## config.mk

```make
export PLATFORM = sky130hd
export DESIGN_NAME = vga_fb_arbiter
export DESIGN_NICKNAME = d
export VERILOG_FILES = /design/src/rtl/vga_fb_arbiter_pkg.sv /design/src/rtl/vga_fb_addr.sv /design/src/rtl/vga_fb_arbiter.sv
export SDC_FILE = /design/constraint.sdc
export NUM_CORES = 1
export LEC_CHECK = 0
export ABC_AREA = 1
export ABC_CLOCK_PERIOD_IN_PS = 3700
export CAP_MARGIN = 15
export CORE_ASPECT_RATIO = 1.75
export CORE_MARGIN = 10
export CORE_UTILIZATION = 47
export CTS_CLUSTER_SIZE = 10
export DETAILED_ROUTE_END_ITERATION = 8
export GPL_TIMING_DRIVEN = 0
export PLACE_DENSITY = 0.84
export SLEW_MARGIN = 10
export SYNTH_ARGS = -nofsm -noshare
export SYNTH_HDL_FRONTEND = slang
export SYNTH_SLANG_ARGS = --single-unit
```

## constraint.sdc

```tcl
create_clock -name clk -period 3.7 [get_ports clk]
set_input_delay 0.74 -clock clk [delete_from_list [all_inputs] [get_ports clk]]
set_output_delay 0.74 -clock clk [all_outputs]
set_load 0.1 [all_outputs]
```

## src/rtl/vga_fb_arbiter_pkg.sv

```systemverilog
// Shared constants and types for the framebuffer arbiter.
//   FB_W/FB_H     : framebuffer size in cells
//   ADDR_W        : RAM address width
//   SCALE_LOG2    : log2 of pixels per cell per axis
//   FB_SIZE       : number of cells, FB_LAST is the highest valid address
//   clr_state_e   : clear engine states
package vga_fb_arbiter_pkg;

    localparam int unsigned FB_W       = 160;
    localparam int unsigned FB_H       = 120;
    localparam int unsigned ADDR_W     = 15;
    localparam int unsigned SCALE_LOG2 = 2;
    localparam int unsigned FB_SIZE    = FB_W * FB_H;

    localparam logic [ADDR_W-1:0] FB_SIZE_A = ADDR_W'(FB_SIZE);
    localparam logic [ADDR_W-1:0] FB_LAST   = ADDR_W'(FB_SIZE - 1);

    // RRRGGGBB colour layout
    localparam int unsigned RED_W = 3;
    localparam int unsigned GRN_W = 3;
    localparam int unsigned BLU_W = 2;

    typedef enum logic [1:0] {
        StIdle  = 2'd0,
        StArmed = 2'd1,
        StClear = 2'd2
    } clr_state_e;

endpackage

```

## src/rtl/vga_fb_addr.sv

```systemverilog
// Maps a pixel coordinate to its framebuffer cell address.
//   i_x, i_y    : pixel column / row
//   o_addr      : (y>>2)*FB_W + (x>>2)
//   o_in_range  : cell lies inside the FB_W x FB_H buffer
module vga_fb_addr
    import vga_fb_arbiter_pkg::*;
(
    input  logic [9:0]        i_x,
    input  logic [9:0]        i_y,
    output logic [ADDR_W-1:0] o_addr,
    output logic              o_in_range
);

    localparam int unsigned CW = 10 - SCALE_LOG2;
    localparam logic [CW-1:0] CELLS_X = CW'(FB_W);
    localparam logic [CW-1:0] CELLS_Y = CW'(FB_H);

    logic [CW-1:0]     w_cx;
    logic [CW-1:0]     w_cy;
    logic [ADDR_W-1:0] w_x_ext;
    logic [ADDR_W-1:0] w_y_ext;
    logic              w_unused;

    assign w_cx     = i_x[9:SCALE_LOG2];
    assign w_cy     = i_y[9:SCALE_LOG2];
    assign w_unused = ^{i_x[SCALE_LOG2-1:0], i_y[SCALE_LOG2-1:0]};

    assign w_x_ext = ADDR_W'(w_cx);
    assign w_y_ext = ADDR_W'(w_cy);

    // y*160 as y*128 + y*32; only meaningful for FB_W == 160
    assign o_addr     = (w_y_ext << 7) + (w_y_ext << 5) + w_x_ext;
    assign o_in_range = (w_cx < CELLS_X) && (w_cy < CELLS_Y);

endmodule

```

## src/rtl/vga_fb_arbiter.sv

```systemverilog
// Single-port framebuffer RAM arbiter: display scanout > clear engine > writer.
//   clk, rst_n                    : pixel clock, async active-low reset
//   pix_active/pix_x/pix_y        : timing generator position
//   frame_start                   : starts an armed clear
//   pix_color                     : cell colour, 2 cycles after pix_x/pix_y
//   wr_valid/wr_ready/wr_addr/... : drawing writer handshake
//   clear_req/clear_color         : arm a full-buffer fill
//   clear_busy/clear_done         : clear status
//   err_addr/err_clr              : sticky address error flag and its clear
//   mem_*                         : RAM port, read data one cycle after enable
module vga_fb_arbiter
    import vga_fb_arbiter_pkg::*;
(
    input  logic              clk,
    input  logic              rst_n,
    input  logic              pix_active,
    input  logic [9:0]        pix_x,
    input  logic [9:0]        pix_y,
    input  logic              frame_start,
    output logic [7:0]        pix_color,
    input  logic              wr_valid,
    output logic              wr_ready,
    input  logic [ADDR_W-1:0] wr_addr,
    input  logic [7:0]        wr_data,
    input  logic              clear_req,
    input  logic [7:0]        clear_color,
    output logic              clear_busy,
    output logic              clear_done,
    output logic              err_addr,
    input  logic              err_clr,
    output logic              mem_en,
    output logic              mem_we,
    output logic [ADDR_W-1:0] mem_addr,
    output logic [7:0]        mem_wdata,
    input  logic [7:0]        mem_rdata
);

    logic [ADDR_W-1:0] w_disp_addr;
    logic              w_in_range;
    logic              w_slot;
    logic              w_rd;
    logic              w_oor;
    logic              w_clr_wr;
    logic              w_last;
    logic              w_wr_acc;
    logic              w_wr_ok;
    logic              w_wr_bad;

    clr_state_e        r_state;
    logic [ADDR_W-1:0] r_clr_addr;
    logic [7:0]        r_clr_color;
    logic              r_busy;
    logic              r_done;
    logic              r_act_d1;
    logic              r_act_d2;
    logic              r_slot_d1;
    logic              r_rd_d1;
    logic [7:0]        r_color;
    logic              r_err;

    vga_fb_addr u_addr (
        .i_x        (pix_x),
        .i_y        (pix_y),
        .o_addr     (w_disp_addr),
        .o_in_range (w_in_range)
    );

    // The display owns the first cycle of every 4-pixel group, even when the
    // group is off the buffer and no read is issued.
    assign w_slot   = pix_active && (pix_x[SCALE_LOG2-1:0] == '0);
    assign w_rd     = w_slot && w_in_range;
    assign w_oor    = pix_active && !w_in_range;
    assign w_clr_wr = !w_slot && (r_state == StClear);
    assign w_last   = w_clr_wr && (r_clr_addr == FB_LAST);

    assign wr_ready = rst_n && !w_slot && (r_state == StIdle);
    assign w_wr_acc = wr_valid && wr_ready;
    assign w_wr_ok  = w_wr_acc && (wr_addr < FB_SIZE_A);
    assign w_wr_bad = w_wr_acc && !(wr_addr < FB_SIZE_A);

    always_comb begin
        mem_en    = 1'b0;
        mem_we    = 1'b0;
        mem_addr  = '0;
        mem_wdata = '0;
        if (rst_n) begin
            if (w_rd) begin
                mem_en   = 1'b1;
                mem_addr = w_disp_addr;
            end else if (w_clr_wr) begin
                mem_en    = 1'b1;
                mem_we    = 1'b1;
                mem_addr  = r_clr_addr;
                mem_wdata = r_clr_color;
            end else if (w_wr_ok) begin
                mem_en    = 1'b1;
                mem_we    = 1'b1;
                mem_addr  = wr_addr;
                mem_wdata = wr_data;
            end
        end
    end

    // Clear engine
    always_ff @(posedge clk or negedge rst_n) begin
        if (!rst_n) begin
            r_state     <= StIdle;
            r_clr_addr  <= '0;
            r_clr_color <= '0;
            r_busy      <= 1'b0;
            r_done      <= 1'b0;
        end else begin
            r_done <= 1'b0;
            unique case (r_state)
                StIdle: begin
                    if (clear_req) begin
                        r_state     <= StArmed;
                        r_clr_color <= clear_color;
                        r_busy      <= 1'b1;
                    end
                end
                StArmed: begin
                    if (frame_start) begin
                        r_state    <= StClear;
                        r_clr_addr <= '0;
                    end
                end
                StClear: begin
                    if (w_last) begin
                        r_state <= StIdle;
                        r_busy  <= 1'b0;
                        r_done  <= 1'b1;
                    end else if (w_clr_wr) begin
                        r_clr_addr <= r_clr_addr + ADDR_W'(1);
                    end
                end
                default: begin
                    r_state <= StIdle;
                    r_busy  <= 1'b0;
                end
            endcase
        end
    end

    // Scanout: read at T, data on mem_rdata at T+1, shown from T+2.
    always_ff @(posedge clk or negedge rst_n) begin
        if (!rst_n) begin
            r_act_d1  <= 1'b0;
            r_act_d2  <= 1'b0;
            r_slot_d1 <= 1'b0;
            r_rd_d1   <= 1'b0;
            r_color   <= '0;
        end else begin
            r_act_d1  <= pix_active;
            r_act_d2  <= r_act_d1;
            r_slot_d1 <= w_slot;
            r_rd_d1   <= w_rd;
            // An off-buffer group loads black rather than keeping stale colour
            if (r_slot_d1) begin
                r_color <= r_rd_d1 ? mem_rdata : 8'h00;
            end
        end
    end

    always_ff @(posedge clk or negedge rst_n) begin
        if (!rst_n) begin
            r_err <= 1'b0;
        end else if (w_wr_bad || w_oor) begin
            r_err <= 1'b1;
        end else if (err_clr) begin
            r_err <= 1'b0;
        end
    end

    assign pix_color  = r_act_d2 ? r_color : 8'h00;
    assign clear_busy = r_busy;
    assign clear_done = r_done;
    assign err_addr   = r_err;

endmodule

```

==> results of run 1 <==
==> worst max-delay path, stage by stage <==
cell and delay [ns]:
clkdlybuf4s50_1 0.52, ha_1 0.26, ha_1 0.37, a21oi_2 0.21, o21ai_1 0.10, nor2_1 0.14
nand2_1 0.07, nand2_1 0.05, nor2_1 0.05, nor2_2 0.13, buf_12 0.19
==> worst min path at each step <==
stage                     startpoint             to  slack [ns]  cells after the start
after CTS                      rst_n  r_clr_addr[7]        0.30                      1
after global placement      r_act_d1       r_act_d2        0.33                      0
final                          rst_n  r_clr_addr[7]        0.30                      1
after floorplan             r_act_d1       r_act_d2        0.33                      0
after global routing           rst_n  r_clr_addr[7]        0.30                      1
after detailed placement    r_act_d1       r_act_d2        0.35                      0
==> through the flow <==
stage / instances / area, sq um / utilization
6_report: 645 / 4486 / 0.6964
5_1_grt: 645 / 4486 / 0.6964
4_1_cts: 645 / 4420 / 0.6863
3_5_place_dp: 637 / 4263 / 0.6618
3_3_place_gp: 636 / 4248 / 0.6595
2_1_floorplan: 454 / 3144 / -
==> cell families (layout without fill, tap and decap cells) <==
group                    count (synthesis)  count (layout)
flip-flops                              40              40
adder cells (fa/ha/maj)                 18              18
buffers and inverters                   62             171
AND/OR/NAND/NOR                        255             255
AO/OA/AOI/OAI                           62              62
multiplexers                             8               8
XOR/XNOR                                 9               9
==> routing by layer <==
layer / wire length (microns) / vias up
met5: 0 / -
met3: 508 / 21
met1: 3643 / 1572
met4: 381 / 0
li1: - / 1678
met2: 5973 / 101
==> cells in the final DEF, fill, tap and decap left out, types with 6 or more instances in the layout <==
cell type	netlist	final
dfrtp_1	40	40
o21ai_0	29	24
o211ai_1	6	6
a21oi_1	23	10
mux2_2	8	8
xor2_1	6	6
nor2_1	62	52
nand2_1	134	131
nand3_1	43	43
nor2_2	1	9
nand2_2	3	6
a21oi_2	1	14
ha_1	16	13
buf_2	6	10
clkdlybuf4s50_1	0	71
inv_2	6	6
inv_1	41	41
buf_4	1	14
==> what timing repair did <==
item,in CTS,in global routing
setup endpoints to repair,25,25
hold buffers,0,0
gates cloned,0,0
gates resized for setup,154,32
setup buffers,0,0
pin swaps,6,3
==> power by group <==
group	internal [mW]	leakage, nW	switching [mW]	total [mW]
combinational	0.419	1.49	0.998	1.42
clock	0.321	0.0804	0.191	0.511
sequential	0.519	0.525	0.0618	0.581
total	1.26	2.10	1.25	2.51
==> sequential cells by signal, indices dropped and copies added, names as in the netlist <==
| signal | count |
|---|---|
| r_clr_addr | 15 |
| clear_busy | 1 |
| clear_done | 1 |
| r_act_d1 | 1 |
| err_addr | 1 |
| r_rd_d1 | 1 |
| r_state | 2 |
| r_clr_color | 8 |
| r_slot_d1 | 1 |
| r_color | 8 |
| r_act_d2 | 1 |
==> final cells by class <==
class,instances,area [sq um],area share
tap,82,102.6,0.02287
buffer,13,67.56,0.01506
clock inverter,3,46.29,0.01032
multi-input combinational,352,1953,0.4354
clock buffer,5,125.1,0.02789
inverter,49,186.4,0.04156
timing repair buffer,101,1003,0.2237
sequential,40,1001,0.2232
==> summary.md, run 1 <==
| Metric | Value |
|---|---|
| Worst-margin pin slew | 1.049 ns |
| Final Setup Violations | 0 |
| FP Rows | 39 |
| PD cells | 559.4 nW/um^2 |
| Mux cell area share after synthesis | 0.02923 |
| RSZ-0062 raised after global routing | true |
| Syn_area_per_cell | 6.788 sq um |
| Worst r2r path cells | 11 |
| Synth top area share | 0.3248 |
| Initial Util | 0.4784 |
| Ys async rst share | 1.000 |
| Vias in the first global route | 3481 |
| Post-Synth XOR/XNOR Area | 0.02558 |
| Drt initial violations | 196 |
| CP Data Required Time | 2.96 ns |
| Clk pin slew, worst setup/hold paths | 0.06 ns |
| Top_reg_cell synth | dfrtp_1 |
| Total power | 2.509 mW |
| Synth area leaders | dfrtp_1 (32%), nand2_1 (16%), nor2_1 (7.6%) |
| Total gr overflow | 0 |
| Met3 Use GR | 0.04354 |
| FMAX | 0.2792 GHz |
| GR Layer Usage met1 | 0.1917 |
| Critical path launch point type | input pin |
| GRT Util Overall | 0.2036 |
| VDD IR-drop max | 0.0004373 V |
| Fin. max-slew vios | 0 |
| Setup tns final | 0 ns |
| Syn-to-layout area delta | 45.55% |
| Kind of critical path | in2out |
| Commonest cells in the synthesized netlist | nand2_1 (134), nor2_1 (62), nand3_1 (43) |
| Min-Delay Path Class | in2async |
| CP endpoint kind | primary output |
| Arrival @ worst endpoint | 2.84 ns |
| CTS root buffer | clkbuf_16 |
| Crit path time final | 3.582 ns |
| GR peak layer | met2 |
| Fin crit share | 0.9681 |
| Clk buf depth | 2 |
| Area of the die | 10320 sq um |
| Layout cells sized above 1 | 0.1776 |
| RePlAce Congestion | 0.9589 |
| Largest net degree at the start of global routing | 37 |
| IO Port Bufs | 100 |
| Average wire per standard cell | 16.29 microns |
| Core ar. | 6441 sq um |
| Number of detailed-route iterations in the first pass | 4 |
| Pre-CTS setup slack | -1.187 ns |
| Htree depth | 2 |
| Worst hold slack | 0.2994 ns |
| Largest area contributor in the netlist | dfrtp_1 |
| Endpoints failing hold | 0 |
| Relative slew slack | 0.2988 |
| Worst-case clock skew | 0.007109 ns |
| # fillers | 567 |
| Worst reg2reg path endpoint | r_clr_addr[11] |
| Outcome | finished clean |
| Post-route setup slack | 0.1179 ns |
| Seq/Total Area, Yosys | 0.3248 |
| DIE HEIGHT | 127.1 microns |
| Clock latency at the later pin of the worst-skew pair | 0.29 ns |
| Post-Syn Nets | 538 |
| Cells after Synth | 454 |
| Via density | 5.228 |
| Simple-gate share of the synthesized area | 0.3512 |
| HPWL after DPL | 8311 microns |
| Max cap viols | 0 |
| YS warnings | 0 |
| Vias post-DR | 3372 |
| CP Max Fanout | 4 |
| N_diodes | 0 |
| Clock Sinks | 40 |
| CP Launch Point | pix_y[6] |
| Adder-Cell Fraction of Synth Area | 0.07795 |
| Final #Nets | 646 |
| Crit path to | mem_addr[12] |
| Yosys cell types | 32 |
| Synth Area in Compound Gates | 0.1088 |
| R2r startpoint | r_clr_addr[0] |
| Internal reg-to-reg setup slack | 1.84 ns |
| Leak | 2.099 nW |
| Total wire length | 10510 microns |
| Seq cells post-synth | 40 |
| First-pass GRT wire length | 16640 microns |
| Post-Syn Area | 3082 sq um |
| Main combinational cell family by area after synthesis | simple AND/OR/NAND/NOR gates |
| Die width | 81.21 microns |
| Initial antenna violation count | 0 |
| CTS buffer count | 5 |
| CTS tree | yes |
| Global Route met2 Usage | 0.3865 |
| Number of routed nets with antenna violations | 0 |
| Ports | 103 |
| Top-count cell post-synth | nand2_1 |
| Post-synth EDFFs | 0 |
| Detailed-route DRC error count | 0 |
Power figures use the tool's default switching activity.
==> run 2, diff against run 1 <==
Settings changed: CORE_MARGIN 10 to 3, SLEW_MARGIN 10 to 40.
==> run 2 against run 1 <==
Effect of this change: largest power group unchanged; global-route usage grew 4.4 points; routed wire length shrank 14%; via count shrank 2.0%; critical path type unchanged; sequential share of layout area grew 0.87 points; core utilization shrank 0.84 points; total power shrank 9.6%; clock power shrank 38%; first-iteration DRC count shrank 22%; final cell count shrank 0.47%; largest cell class unchanged.
==> summary.md, run 2 (same netlist as run 1, synthesis figures left out) <==
| Metric | Value |
|---|---|
| Clk pwr share | 0.140 (-0.064) |
| Crit path time final | 3.583 ns (+0.0009750 ns) |
| N_diodes | 0 (unchanged) |
| Final #Nets | 645 (-0.15%) |
| Total wire length | 9066 microns (-14%) |
| IO Port Bufs | 100 (unchanged) |
| VDD IR-drop max | 0.0004212 V (-3.7%) |
| Max cap viols | 0 (unchanged) |
| Largest net degree at the start of global routing | 44 (+19%) |
| Worst-margin pin slew | 0.5475 ns (-0.5010 ns) |
| Average wire per standard cell | 14.12 microns (-13%) |
| Worst r2r path cells | 11 (unchanged) |
| Final std cells w/o fill | 642 (-0.47%) |
| Worst-path cell chain | clkdlybuf4s50_1 -> ha_1 -> ha_1 -> a21oi_2 -> o21ai_0 -> nor2_1 -> nand2_1 -> nand2_1 -> nor2_1 -> nor2_2 -> buf_12 |
| Number of detailed-route iterations in the first pass | 4 (unchanged) |
| R2r startpoint | r_clr_addr[0] |
| Final Util | 0.6880 (-0.008389) |
| CTS root buffer | clkbuf_8 |
| Total power | 2.268 mW (-9.6%) |
| Worst path max stage delay | 0.51 ns (about the same) |
| Initial Util | 0.4910 (+0.01259) |
| Layout cells sized above 1 | 0.1922 (+0.01455) |
| CP endpoint kind | primary output |
| Number of routed nets with antenna violations | 0 (unchanged) |
| Crit-path leading delay family | buffers and inverters |
| Ports | 103 (unchanged) |
| Worst-case clock skew | 0.005952 ns (-0.001157 ns) |
| PD cells | 525.2 nW/um^2 (-6.1%) |
| Worst reg2reg path endpoint | r_clr_addr[0] |
| Critical path launch point type | input pin |
| Area of the die | 7603 sq um (-26%) |
| Leading cell types in the layout, fill and taps excluded | nand2_1 (132), clkdlybuf4s50_1 (57), nor2_1 (53) |
| Drt initial violations | 152 (-22%) |
| Vias in the first global route | 3194 (-8.2%) |
| Critical path depth | 11 (unchanged) |
| Power share of the combinational group | 0.608 (+0.043) |
| HPWL after DPL | 7275 microns (-12%) |
| Psw | 1.200 mW (-4.0%) |
| CP Data Required Time | 2.96 ns (about the same) |
| GRT Util Overall | 0.2479 (+0.04431) |
| Pint | 1.067 mW (-15%) |
| Flop pwr share | 0.253 (+0.022) |
| Vias post-DR | 3304 (-2.0%) |
| Most common cell after layout, fill and taps aside | nand2_1 |
| Clock Sinks | 40 (unchanged) |
| CTS buffer count | 5 (unchanged) |
| DIE HEIGHT | 113.1 microns (-11%) |
| FP Rows | 38 (-2.6%) |
| Initial antenna violation count | 0 (unchanged) |
| Clk buf depth | 2 (unchanged) |
| Crit-path slowest cell | clkdlybuf4s50_1 |
| RePlAce Congestion | 0.9101 (-5.1%) |
| Worst hold path depth | 0 |
| Arrival @ worst endpoint | 2.84 ns (about the same) |
| CP Max Fanout | 4 (unchanged) |
| Die width | 67.21 microns (-17%) |
| Fin. max-slew vios | 0 (unchanged) |
| Hold Path Sink | r_act_d2 |
| First-pass GRT wire length | 14400 microns (-13%) |
| # Post-CTS Setup Buffers | 0 (unchanged) |
| Clk pin slew, worst setup/hold paths | 0.08 ns (+0.02 ns) |
| Most flop-heavy register | r_clr_addr |
| Fin crit share | 0.9684 (about the same) |
| Hold path start | r_act_d1 |
| Final Setup Violations | 0 (unchanged) |
| Largest register FFs | 15 (unchanged) |
| Detailed-route DRC error count | 0 (unchanged) |
| Worst path bufs/invs | 2 (unchanged) |
| Placed Cells | 634 (-0.47%) |
| Outcome | finished clean |
| FMAX | 0.2791 GHz (about the same) |
| Leak | 2.094 nW (-0.24%) |
| Min-Delay Path Class | reg2reg |
| CTS tree | yes |
| Core ar. | 6276 sq um (-2.6%) |
| Switching share of power | 0.5293 (+0.03092) |
| Htree depth | 2 (unchanged) |
| Relative slew slack | 0.6350 (+0.3362) |
| Biggest regs | r_clr_addr x15, r_clr_color x8, r_color x8 |
| Via density | 5.146 (-1.6%) |
| Clock latency at the later pin of the worst-skew pair | 0.30 ns (about the same) |
| Total gr overflow | 0 (unchanged) |
| Endpoints failing hold | 0 (unchanged) |
| Syn-to-layout area delta | 40.11% |
| Internal reg-to-reg setup slack | 1.88 ns (+0.04 ns) |
| Kind of critical path | in2out |
[run 2: worst max-delay path by stage]
stage	start	to
finish	pix_y[5]	mem_addr[11]
global route	pix_y[5]	mem_addr[11]
CTS	pix_x[8]	mem_addr[5]
detailed placement	pix_x[9]	mem_addr[10]
global placement	rst_n	mem_addr[7]
floorplan	pix_x[1]	mem_addr[5]
[run 2: metrics by stage]
step	setup TNS [ns]	worst slack, ns	hold WS, ns	cell area, sq um
after CTS	0	0.004196	0.3563	4272
after global placement	-46.98	-1.972	0.3359	4245
after global routing	-0.007491	-0.007491	0.3753	4318
after floorplan	-0.9687	-0.2443	0.3312	3144
after detailed placement	-2.907	-0.4482	0.3373	4058
final	0	0.1169	0.3554	4318
[run 2: power groups by stage]
stage | registers [mW] | logic, mW | clock network [mW]
after floorplan | 0.618 | 0.968 | 0
after global placement | 0.577 | 1.36 | 0
after detailed placement | 0.581 | 1.32 | 0
after CTS | 0.572 | 1.37 | 0.323
after global routing | 0.582 | 1.48 | 0.340
final | 0.573 | 1.38 | 0.317
[run 2: final cells by class]
cell class                      instances  area, sq um
Clock buffer                            6        82.58
Inverter                               49        186.4
Tap cell                               80        100.1
Buffer                                 13        67.56
Timing Repair Buffer                  100        925.9
Multi-Input combinational cell        352         1939
Fill cell                             565         1958
Clock inverter                          2        15.01
Sequential cell                        40         1001
[run 2: repair_timing]
| action | 4_1_cts | 5_1_grt |
|---|---|---|
| gates cloned | 0 | 0 |
| setup endpoints to repair | 17 | 18 |
| gates resized for setup | 42 | 13 |
| hold buffers | 0 | 0 |
| pin swaps | 8 | 2 |
| endpoints found under the hold margin | 0 | 0 |
[run 2: layer usage]
metal | track usage | routed length, microns | vias to the layer above
li1 | - | - | 1680
met1 | 0.2571 | 3297 | 1514
met2 | 0.4612 | 5040 | 86
met3 | 0.03277 | 390 | 24
met4 | 0.1274 | 337 | 0
met5 | 0 | 0 | -
==> run 3, diff against run 2 <==
Settings changed: ABC_CLOCK_PERIOD_IN_PS 3700 to 3200, CORE_UTILIZATION 47 to 42, PLACE_DENSITY 0.84 to 0.79.
Clock period 3.7 ns to 3.2 ns, I/O delays scaled along.
==> run 3 against run 2 <==
Effect of this change: final cell count grew 0.93%; highest routed layer unchanged; first-iteration DRC count shrank 3.9%; critical path depth stayed put; routed wire length increased by 10%; non-clock buffer count up 2; critical endpoint is now mem_addr[10]; global-route usage down 1.1 points; largest power group unchanged.
==> summary.md, run 3 (same netlist as run 1, synthesis figures left out) <==
| Metric | Value |
|---|---|
| Outcome | finished clean |
| Total wire length | 9996 microns (+10%) |
| Htree depth | 2 (unchanged) |
| Final non-filler cell area | 4835 sq um (+12%) |
| Met3 Use GR | 0.03125 (-0.001521) |
| Pint | 1.547 mW (+45%) |
| Layout cells sized above 1 | 0.2589 (+0.06669) |
| CTS tree | yes |
| Arrival @ worst endpoint | 2.50 ns (-0.34 ns) |
| Final #Nets | 647 (+0.31%) |
| CP endpoint kind | primary output |
| Vias in the first global route | 3466 (+8.5%) |
| Syn-to-layout area delta | 56.88% |
| DP Area | 4214 sq um (+3.9%) |
| Multi-input gate area | 2228 sq um (+15%) |
| Setup tns final | 0 ns (unchanged) |
| Via density | 5.227 (+1.6%) |
| R2r startpoint | r_state[0] |
| Endpoints failing hold | 0 (unchanged) |
| RePlAce Congestion | 0.9586 (+5.3%) |
| Max cap viols | 0 (unchanged) |
| FP Rows | 40 (+5.3%) |
| CTS root buffer | clkbuf_16 |
| PD cells | 629.0 nW/um^2 (+20%) |
| Die width | 70.75 microns (+5.3%) |
| Number of detailed-route iterations in the first pass | 4 (unchanged) |
| Core ar. | 7007 sq um (+12%) |
| CTS buffer count | 5 (unchanged) |
| RSZ-0062 raised after global routing | true |
| Initial antenna violation count | 0 (unchanged) |
| First-pass GRT wire length | 16110 microns (+12%) |
| HPWL after DPL | 7535 microns (+3.6%) |
| Initial Util | 0.4398 (-0.05121) |
| Psw | 1.493 mW (+24%) |
| GR Layer Usage met1 | 0.2496 (-0.007486) |
| Largest net degree at the start of global routing | 36 (-18%) |
| Worst-case clock skew | 0.005510 ns (-0.0004425 ns) |
| Power share of the combinational group | 0.584 (-0.024) |
| Flop pwr share | 0.218 (-0.035) |
| Most flop-heavy register | r_clr_addr |
| Leak | 2.212 nW (+5.6%) |
| IO Port Bufs | 100 (unchanged) |
| Leading cell types in the layout, fill and taps excluded | nand2_1 (129), clkdlybuf4s50_1 (51), nor2_1 (45) |
| GRT Util Overall | 0.2365 (-0.01144) |
| Drt initial violations | 146 (-3.9%) |
| Worst-margin pin slew | 0.5258 ns (-0.02168 ns) |
| FMAX | 0.3185 GHz |
| Worst hold slack | 0.1697 ns (-0.1857 ns) |
| Switching share of power | 0.4911 (-0.03822) |
| DIE HEIGHT | 119.3 microns (+5.5%) |
| VDD IR-drop max | 0.0003706 V (-12%) |
| Total gr overflow | 0 (unchanged) |
| Biggest regs | r_clr_addr x15, r_clr_color x8, r_color x8 |
| Area of the die | 8442 sq um (+11%) |
| Seq. cell area | 1001 sq um (unchanged) |
| Kind of critical path | in2out |
| Fin. max-slew vios | 0 (unchanged) |
| Detailed-route DRC error count | 0 (unchanged) |
| Clock Sinks | 40 (unchanged) |
| Clk pwr share | 0.197 (+0.057) |
| Relative slew slack | 0.6494 (+0.01445) |
| Crit path time final | 3.139 ns |
| Final Setup Violations | 0 (unchanged) |
| Total power | 3.041 mW (+34%) |
| Critical path launch point type | input pin |
| Clock latency at the later pin of the worst-skew pair | 0.29 ns (about the same) |
| Clk buf depth | 2 (unchanged) |
| GR peak layer | met2 |
| Ports | 103 (unchanged) |
| Largest register FFs | 15 (unchanged) |
| Fin crit share | 0.9811 |
| # fillers | 580 (+2.7%) |
| Global Route met2 Usage | 0.4512 (-0.01007) |
| CP Data Required Time | 2.56 ns (-0.40 ns) |
| N_diodes | 0 (unchanged) |
| Min-Delay Path Class | in2async |
| Number of routed nets with antenna violations | 0 (unchanged) |
| Vias post-DR | 3387 (+2.5%) |
| Most common cell after layout, fill and taps aside | nand2_1 |
| Average wire per standard cell | 15.43 microns (+9.2%) |
| CP Launch Point | pix_y[4] |
| Clk pin slew, worst setup/hold paths | 0.06 ns (-0.02 ns) |
| CP Max Fanout | 3 (-1) |
[run 3: changes by cell type in the layout (fill, tap and decap cells not counted), sizes merged]
| cell | change |
|---|---|
| clkinvlp | -2 |
| clkbuf | -1 |
| clkinv | +1 |
| dlygate4sd2 | +1 |
| dlymetal6s2s | +2 |
| buf | +6 |
| bufinv | +1 |
| clkdlybuf4s50 | -6 |
[run 3: worst paths after layout]
kind | to | slack (ns) | depth (start not counted)
setup / recovery | mem_addr[10] | 0.06 | 11
hold / removal | err_addr | 0.17 | 1
setup reg to reg | r_clr_addr[5] | 1.34 | 12
hold reg to reg | r_act_d2 | 0.35 | 0
max in group asynchronous | r_clr_addr[9] | 2.61 | 2
min in group clk | r_act_d2 | 0.35 | 0
[run 3: worst max-delay path, cell delays in order]
cell and delay (ns):
buf_8 0.10, inv_4 0.04, fa_2 0.45, buf_6 0.14, fa_2 0.42, o21ai_2 0.20, xnor2_1 0.14, nand2_1 0.08
nand2_2 0.08, nor2_4 0.04, buf_12 0.17
[run 3: layer usage]
layer | part of all wire | wire length [microns]
met2 | 0.57 | 5705
met5 | 0 | 0
met4 | 0.035 | 354
met3 | 0.040 | 396
met1 | 0.35 | 3539
[run 3: layout make-up]
type                    instances  share of cell area
clock buffers                   6             0.02873
repair buffers                103              0.2205
inverters                      49             0.03908
well taps                      84             0.02174
plain buffers                  12             0.01398
clock inverters                 2            0.008023
multi-input cells             352              0.4609
flip-flops and latches         40              0.2070
[run 3: power groups by stage]
stage          clock (mW)  combinational, mW  sequential [mW]
3_5_place_dp            0               1.60            0.669
2_1_floorplan           0               1.20            0.714
6_report            0.599               1.78            0.664
5_1_grt             0.630               1.89            0.673
3_3_place_gp            0               1.66            0.664
4_1_cts             0.609               1.72            0.661
[run 3: repair_timing]
item	in CTS	in global routing
hold buffers	0	0
setup buffers	0	2
gates resized for setup	94	40
endpoints found under the setup margin	25	25
pin swaps	16	16
[run 3: stage by stage]
stage | cells | utilization | worst slack [ns]
detailed placement | 639 | 0.6014 | -0.7730
floorplan | 454 | - | -0.3943
global route | 648 | 0.6900 | -0.03035
CTS | 646 | 0.6657 | -0.04625
global placement | 638 | 0.6254 | -2.663
finish | 648 | 0.6900 | 0.06054
